`config.mk`:
```
export PLATFORM = sky130hd
export DESIGN_NAME = dpi_stream_feeder
export DESIGN_NICKNAME = d
export VERILOG_FILES = /design/src/rtl/dpi_stream_feeder.sv
export SDC_FILE = /design/constraint.sdc
export NUM_CORES = 2
export LEC_CHECK = 0
export CORE_MARGIN = 2
export CORE_UTILIZATION = 55
export DETAILED_ROUTE_END_ITERATION = 10
export PLACE_DENSITY = 0.83
export SLEW_MARGIN = 30
export SYNTH_ARGS = -nofsm -noshare
export SYNTH_HDL_FRONTEND = slang
export SYNTH_SLANG_ARGS = --single-unit
```
`constraint.sdc`:
```
create_clock -name clk -period 6.2 [get_ports clk]
set_clock_uncertainty 0.1 [all_clocks]
set_input_delay 1.24 -clock clk [delete_from_list [all_inputs] [get_ports clk]]
set_output_delay 1.24 -clock clk [all_outputs]
set_load 0.005 [all_outputs]
```
`src/rtl/dpi_stream_feeder.sv`:
```
// Flow-keyed front end for the regex matcher array: flow->stream table, load/char/eop sequencing, per-stream enable masks.
// Optional DPI_FEEDER_STATS_EN adds packet / eviction / drop counters.
module dpi_stream_feeder #(
  parameter int                 N_REGEX  = 8,
  parameter int                 LOAD_GAP = 2,
  parameter int                 DRAIN    = 3,
  parameter logic [N_REGEX-1:0] DEF_MASK = '1
) (
  input  logic               clk,
  input  logic               rst_n,
  input  logic               in_vld,
  output logic               in_rdy,
  input  logic               in_sop,
  input  logic               in_eop,
  input  logic [7:0]         in_data,
  input  logic [15:0]        in_flow,
  input  logic               cfg_we,
  input  logic [5:0]         cfg_stream,
  input  logic [N_REGEX-1:0] cfg_mask,
  output logic               load_state,
  output logic               new_stream_id,
  output logic [5:0]         stream_id,
  output logic [7:0]         char_in,
  output logic               char_in_vld,
  output logic               eop,
  output logic [N_REGEX-1:0] enable,
  output logic               table_full
`ifdef DPI_FEEDER_STATS_EN
  ,
  output logic [31:0]        pkt_count,
  output logic [15:0]        evict_count,
  output logic [15:0]        drop_count
`endif
);

  typedef enum logic [2:0] {S_IDLE, S_LOOKUP, S_LOAD, S_GAP, S_STREAM, S_DRAIN, S_EOP} state_t;

  state_t             r_state;
  logic [7:0]         r_cnt;
  logic [15:0]        r_flow;
  logic [15:0]        r_key [64];
  logic [63:0]        r_valid;
  logic [N_REGEX-1:0] r_mask [64];
  logic [5:0]         r_victim;

  logic               r_load_state, r_new_stream_id, r_char_in_vld, r_eop;
  logic [5:0]         r_stream_id;
  logic [7:0]         r_char_in;
  logic [N_REGEX-1:0] r_enable;

  logic               w_hit, w_free, w_alloc, w_evict, w_drop;
  logic [5:0]         w_hit_idx, w_free_idx, w_sid;
  logic [N_REGEX-1:0] w_en_next;

  // Descending scan so the lowest matching / free index is the one kept.
  always_comb begin
    w_hit      = 1'b0;
    w_hit_idx  = '0;
    w_free     = 1'b0;
    w_free_idx = '0;
    for (int i = 63; i >= 0; i--) begin
      if (r_valid[i] && r_key[i] == r_flow) begin
        w_hit     = 1'b1;
        w_hit_idx = 6'(i);
      end
      if (!r_valid[i]) begin
        w_free     = 1'b1;
        w_free_idx = 6'(i);
      end
    end
  end

  assign w_sid   = w_hit ? w_hit_idx : (w_free ? w_free_idx : r_victim);
  assign w_alloc = (r_state == S_LOOKUP) && !w_hit;
  assign w_evict = w_alloc && !w_free;
  assign w_drop  = (r_state == S_IDLE) && in_vld && !in_sop;

  // Same-cycle cfg write to the looked-up index must be what the stream sees.
  assign w_en_next = (cfg_we && cfg_stream == w_sid) ? cfg_mask :
                     (w_hit ? r_mask[w_sid] : DEF_MASK);

  assign in_rdy        = rst_n & (w_drop | (r_state == S_STREAM));
  assign table_full    = &r_valid;
  assign load_state    = r_load_state;
  assign new_stream_id = r_new_stream_id;
  assign stream_id     = r_stream_id;
  assign char_in       = r_char_in;
  assign char_in_vld   = r_char_in_vld;
  assign eop           = r_eop;
  assign enable        = r_enable;

  // Table: cfg write is last so it wins over an allocation to the same index.
  always_ff @(posedge clk) begin
    if (!rst_n) begin
      r_valid  <= '0;
      r_victim <= '0;
      for (int i = 0; i < 64; i++) r_mask[i] <= DEF_MASK;
    end else begin
      if (w_alloc) begin
        r_key[w_sid]   <= r_flow;
        r_valid[w_sid] <= 1'b1;
        r_mask[w_sid]  <= DEF_MASK;
        if (w_evict) r_victim <= r_victim + 6'd1;
      end
      if (cfg_we) r_mask[cfg_stream] <= cfg_mask;
    end
  end

  always_ff @(posedge clk) begin
    if (!rst_n) begin
      r_state         <= S_IDLE;
      r_cnt           <= '0;
      r_flow          <= '0;
      r_load_state    <= 1'b0;
      r_new_stream_id <= 1'b0;
      r_stream_id     <= '0;
      r_char_in       <= '0;
      r_char_in_vld   <= 1'b0;
      r_eop           <= 1'b0;
      r_enable        <= '0;
    end else begin
      r_load_state    <= 1'b0;
      r_new_stream_id <= 1'b0;
      r_char_in_vld   <= 1'b0;
      r_eop           <= 1'b0;
      case (r_state)
        S_IDLE: if (in_vld && in_sop) begin
          r_flow  <= in_flow;
          r_state <= S_LOOKUP;
        end
        S_LOOKUP: begin
          r_load_state    <= 1'b1;
          r_new_stream_id <= !w_hit;
          r_stream_id     <= w_sid;
          r_enable        <= w_en_next;
          r_state         <= S_LOAD;
        end
        S_LOAD: begin
          r_cnt   <= '0;
          r_state <= (LOAD_GAP == 0) ? S_STREAM : S_GAP;
        end
        S_GAP: begin
          r_cnt <= r_cnt + 8'd1;
          if (r_cnt == 8'(LOAD_GAP - 1)) r_state <= S_STREAM;
        end
        S_STREAM: begin
          r_char_in_vld <= in_vld;
          if (in_vld) begin
            r_char_in <= in_data;
            if (in_eop) begin
              r_cnt   <= '0;
              r_state <= S_DRAIN;
            end
          end
        end
        S_DRAIN: begin
          r_cnt <= r_cnt + 8'd1;
          if (r_cnt == 8'(DRAIN)) begin
            r_eop   <= 1'b1;
            r_state <= S_EOP;
          end
        end
        S_EOP:   r_state <= S_IDLE;
        default: r_state <= S_IDLE;
      endcase
    end
  end

`ifdef DPI_FEEDER_STATS_EN
  always_ff @(posedge clk) begin
    if (!rst_n) begin
      pkt_count   <= '0;
      evict_count <= '0;
      drop_count  <= '0;
    end else begin
      if (r_eop)   pkt_count   <= pkt_count + 32'd1;
      if (w_evict) evict_count <= evict_count + 16'd1;
      if (w_drop)  drop_count  <= drop_count + 16'd1;
    end
  end
`endif

endmodule

```
Word level (Yosys, flattened, before mapping):

Memory sizes are Yosys's and may differ from the RTL's. A register that Yosys moved wholly into a read port is not among the register bits.
Cells that the tools add are included.

* memory bits (writable): 1536
* memories: 2
* bits of input ports: 44
* output and inout bits: 28
* bits in registers: 115

Memories
* r_key: words 64, bits a word 16, read ports 64, clocked after memory_dff 0, write ports 1, line 41 `logic [15:0] r_key [64];`
* r_mask: words 64, bits a word 8, read ports 1, clocked after memory_dff 1, write ports 64, line 43 `logic [N_REGEX-1:0] r_mask [64];`

* equality and inequality tests: 76
* add/subtract/negate cells: 2
* multiplexer cells: 284
* bitwise operators: 3
* reduce and logical (&&, ||, !) cells: 88
* order comparisons: 2

Operators by type and width (number)
* $eq 16x16->1: 64
* $mux 6: 132
* $mux 1: 140
* $logic_and 1x1->1: 70
* $or 64x64->64: 1
* $reduce_and 64->1: 1
* $mux 8: 4
* $pmux 8 s3: 1
* $pmux 3 s6: 1
* $reduce_or 8->1: 2
* $mux 3: 5
* $reduce_and 2->1: 6
* $add 8x1->8 const B: 1
* $eq 8x1->1 const B: 1
* $eq 8x2->1 const B: 1
* $ne 2x2->1 const B: 4
* $lt 6x7->1 const B: 1
* $add 6x1->6 const B: 1
* $demux 1 s6: 1
* $eq 3x2->1 const B: 2
* $eq 3x3->1 const B: 2
* $ge 6x1->1 const B: 1
* $reduce_and 5->1: 1
* $logic_not 1->1: 4
* other kinds (8): 8

Logic depth before layout (Yosys ltp):

* word-level depth: 73
* gate-level depth with buffers: 25
* gate-level depth less buffers: 16

Least setup slack after synthesis:

OpenSTA, ideal clock, no wires.

* kind: reg2reg
* start point: register r_flow[11]
* end point: memory r_key[9][0], enable pin
* clock period less this slack: 6335 ps
* setup time: 390 ps
* stages on the path, launching flop included: 20
* buffers on the path: 8
* slack: -135 ps
* required time: 5710 ps
* arrival time: 5845 ps
* cell sequence: dfxtp_1 > buf_4 > buf_6 > buf_4 > xnor2_1 > nor4b_1 > nand4b_1 > or4_1 > and4_1 > nand4_1 > or4_4 > o22ai_1 > nor2b_1 > clkbuf_1 > clkbuf_1 > clkbuf_1 > clkbuf_1 > nand2_1 > clkbuf_1 > nor2_1

* word-level cells in the longest chain between the ends: 71
* elaborated cells between the ends (all ways): 262

RTL lines
* from (decl): line 40 `logic [15:0] r_flow;`
* from (signal assigned): line 128 `r_flow <= in_flow;`
* $eq 16x16->1: line 62 `if (r_valid[i] && r_key[i] == r_flow) begin`
* $logic_and 1x1->1: line 62
* $mux 1 (64 in series): line 62
* $logic_not 1->1: line 74 `assign w_alloc = (r_state == S_LOOKUP) && !w_hit;`
* $logic_and 1x1->1: line 74
* $mux 1: line 99 `if (w_alloc) begin`
* $mux 1: line 94 `if (!rst_n) begin`
* $mux 1 (implied by the code): line 100 `r_key[w_sid] <= r_flow;`
* to (decl): line 41

Parallel ways exist; a longest one is shown, timed or not.

Final worst setup path:

* start point: register r_flow[14]
* end point: register r_enable[7] (netlist: enable[7]), read port of r_mask

* word-level cells in the longest chain between the ends: 67
* elaborated cells between the ends (all ways): 257

RTL lines
* $eq 16x16->1: line 62
* $logic_and 1x1->1: line 62
* $mux 6 or $mux 1 (tied branches) (64 in series): line 62
* $mux 6 (*): line 73 `assign w_sid = w_hit ? w_hit_idx : (w_free ? w_free_idx : r_victim);`
* to (decl): line 49 `logic [N_REGEX-1:0] r_enable;`

Every way passes the cells marked *; elsewhere a longest branch is shown, timed or not.
A chain may end at the register's enable or synchronous reset.

==> qor.tcl <==
set qor(drt_pass1_iterations) 6
set qor(post_synth_most_frequent_cells) {edfxtp_1 (1536), xnor2_1 (587), xor2_1 (455)}
set qor(detailroute.via_count) 54133
set qor(hold_path_class) {flip-flop to flip-flop}
set qor(hold_viol_final) 0
set qor(worst-endpoint-arrival_ps) 6750
set qor(initial_cell_density_of_the_core) 0.5537
set qor(max-clock-path-buffers) 3
set qor(static_leak_uw) 0.02941
set qor(grt_pass1_wl_um) 339600
set qor(synth.cell_area_sq_mm) 0.07830
set qor(cts_htree_levels) 4
set qor(power-per-cell-area_mw_per_mm2) 273.2
set qor(grt.total_usage) 0.3106
set qor(hp-start) {stream_id[5]}
set qor(netlist-cell-type-count) 95
set qor(post_synthesis_to_final_layout_area_growth_pct) 15.32
set qor(synthesis.yosys.warnings) 0
set qor(post-route-util) 0.6385
set qor(die-height_um) 381.3
set qor(syn-num-nets) 5992
set qor(start_kind) {flip-flop}
set qor(timing_max_transition_violations_final) 0
set qor(std_cell_rows) 138
set qor(avgSynthCellArea_sq_um) 13.17
set qor(timing.max_slew.rel_slack) 0.2763
set qor(grt_pass1_vias) 53359
set qor(timing.fmax_mhz) 162.7
set qor(antenna_violating_nets_post_route) 0
set qor(synth_async_sr_flop_share) 0
set qor(report.final.setup_viol) 0
set qor(cts_tree) {done}
set qor(post_route_cells_drive_above_1_share) 0.1715
set qor(setup_tns_ps) 0
set qor(critical_path_peak_fanout) 21
set qor(netlist.area_leader.share) 0.5891
set qor(synth.most_common_cell) {edfxtp_1}
set qor(fp.dieArea_sq_mm) 0.1454
set qor(placed_cells) 8082
set qor(netlist.top_cell.by_area) {edfxtp_1}
set qor(clockRootBuffer) {clkbuf_16}
set qor(timing.rr.start) {r_flow[14]}
set qor(core-area_sq_mm) 0.1414
set qor(worstMarginPinSlew_ps) 1086
set qor(synth.ff_latch_count) 1659
set qor(design_area_sq_mm) 0.09030
set qor(cts.sink_count) 1659
set qor(design_power_total_uw) 24670
set qor(tritoncts.num_buffers) 165
set qor(top_level_ports) 72
set qor(path_clk_slew_ps) 60
set qor(final.min_clock_period_ps) 6146
set qor(postPlaceCellArea_sq_mm) 0.08461
set qor(drt-total-wl_um) 230900
set qor(synth_sequential_area_ratio) 0.6205
set qor(critical_path.startpoint) {r_flow[14]}
set qor(r2r_setup_slack_ps) 50
set qor(route.detailed.drc) 0
set qor(drt-vias-per-instance) 6.445
set qor(io_buffer_count) 71
set qor(rsz0062_at_grt) {no}
set qor(most_frequently_used_flop_master_after_synthesis) {edfxtp_1}
set qor(finalNonFillerCells) 8399
set qor(syn-instance-count) 5945
set qor(grt.overflow.total) 0
set qor(min_period_over_period) 0.9914
set qor(worstSkewPairLatency_ps) 800
set qor(critPathRequiredTime_ps) 6810
set qor(wl_per_cell_um) 27.49
set qor(layout.nets) 6409
set qor(synthTopCellsByArea) {edfxtp_1 (59%), xnor2_1 (6.6%), xor2_1 (5.1%)}
set qor(antenna_found_initial) 8
set qor(ir_drop_uv) 266.4
set qor(drtIter0Drc) 7888
set qor(synth_enable_flop_cells) 1536
set qor(worst_setup_path_end_kind) {flip-flop}
set qor(finalWeightedCongestion) 0.9900
set qor(timing_worst_setup_path_type) {flip-flop to flip-flop}
set qor(die_w_um) 381.3
set qor(pin_count_of_the_biggest_net_entering_global_routing) 73
set qor(place_hpwl_um) 150600
set qor(max_cap_viol) 0
set qor(run_status) {complete, no violations}
==> cells in the final DEF, fill, tap and decap left out, drive strengths merged, types with 22 or more instances in the layout <==
cell and count:
and4 22, and2 28, a21o 67, clkinv 46, nor4 164, dfxtp 123, clkdlybuf4s50 62, nand4 209
nor4b 65, xnor2 587, a22oi 32, or2 229, nor3 63, mux2i 150, o21a 33, inv 41
nor2 224, xor2 455, clkbuf 231, buf 539, and3 39, nor2b 28, a21oi 83, or3 314
o21ai 100, nand2 337, nand4b 60, mux2 34, o211ai 52, or4 59, a211oi 29, edfxtp 1536
nand3 162
==> logic make-up after synthesis <==
logic type	synth area share
flip-flops	0.6205
adder cells (fa/ha/maj)	0.0004794
AO/OA/AOI/OAI	0.05233
AND/OR/NAND/NOR	0.1532
buffers and inverters	0.03177
multiplexers	0.02521
XOR/XNOR	0.1166
==> flip-flops by register name, indices dropped and copies added, names as in the netlist <==
| name | flops |
|---|---|
| enable | 8 |
| r_state | 3 |
| r_cnt | 8 |
| char_in | 8 |
| r_mask | 512 |
| r_key | 1024 |
| new_stream_id | 1 |
| r_valid | 64 |
| char_in_vld | 1 |
| load_state | 1 |
| r_victim | 6 |
| r_flow | 16 |
| eop | 1 |
| stream_id | 6 |
==> routing by layer <==
metal / wire length, um / vias to the layer above / GRT usage
met1: 83410 / 26340 / 0.4004
met2: 107500 / 3734 / 0.4925
met5: 16 / - / 0
met4: 14710 / 2 / 0.1774
met3: 25230 / 885 / 0.06168
li1: - / 23172 / -
==> area by class of cell <==
| type | instances | area [sq um] |
|---|---|---|
| Antenna cell | 6 | 15.01 |
| Clock buffer | 231 | 4569 |
| Clock inverter | 77 | 969.7 |
| Fill cell | 9819 | 51120 |
| Inverter | 34 | 127.6 |
| Multi-Input combinational cell | 3901 | 27350 |
| Sequential cell | 1659 | 48650 |
| Tap cell | 1890 | 2365 |
| Timing Repair Buffer | 601 | 6248 |
==> worst max-delay path, stage by stage (launching register included) <==
cell and delay [ps]:
dfxtp_4 420, buf_12 220, buf_12 210, buf_4 280
xor2_1 130, nor4b_1 370, nand4b_1 140, or4_1 670
and4_1 300, nand4_1 140, or4_4 190, o2111ai_1 120
nor3_1 410, buf_4 210, buf_4 120, nor2_4 50
buf_4 250, buf_4 230, nor2_1 230, a21oi_1 90
a31oi_1 470, a2111oi_0 190, buf_4 210, a211oi_1 250
==> final timing paths <==
kind                        to  cells past startpoint
setup / recovery     enable[7]                     23
hold / removal    stream_id[5]                      2
hold reg to reg   stream_id[5]                      2
setup reg to reg     enable[7]                     23
==> where the power goes <==
group	internal [uW]	switching, uW
registers	12300	70.6
logic	726	1330
clock network	6000	4300
==> through the flow <==
stage | hold slack [ps] | worst slack [ps]
after floorplan | 357.4 | 275.4
after global placement | 351.2 | 78.20
after detailed placement | 362.5 | 14.52
after CTS | 369.9 | 3.525
after global routing | 391.2 | 33.04
final | 367.6 | 53.60
==> what timing repair did <==
item / in CTS / in global routing
gates cloned: 0 / 0
resized for setup: 1 / 13
setup endpoints to repair: 2 / 126
hold buffers: 0 / 0
pin swaps: 0 / 4
setup buffers: 0 / 3
hold endpoints to repair: 0 / 0
No activity file was read; power rests on OpenSTA's default activity.
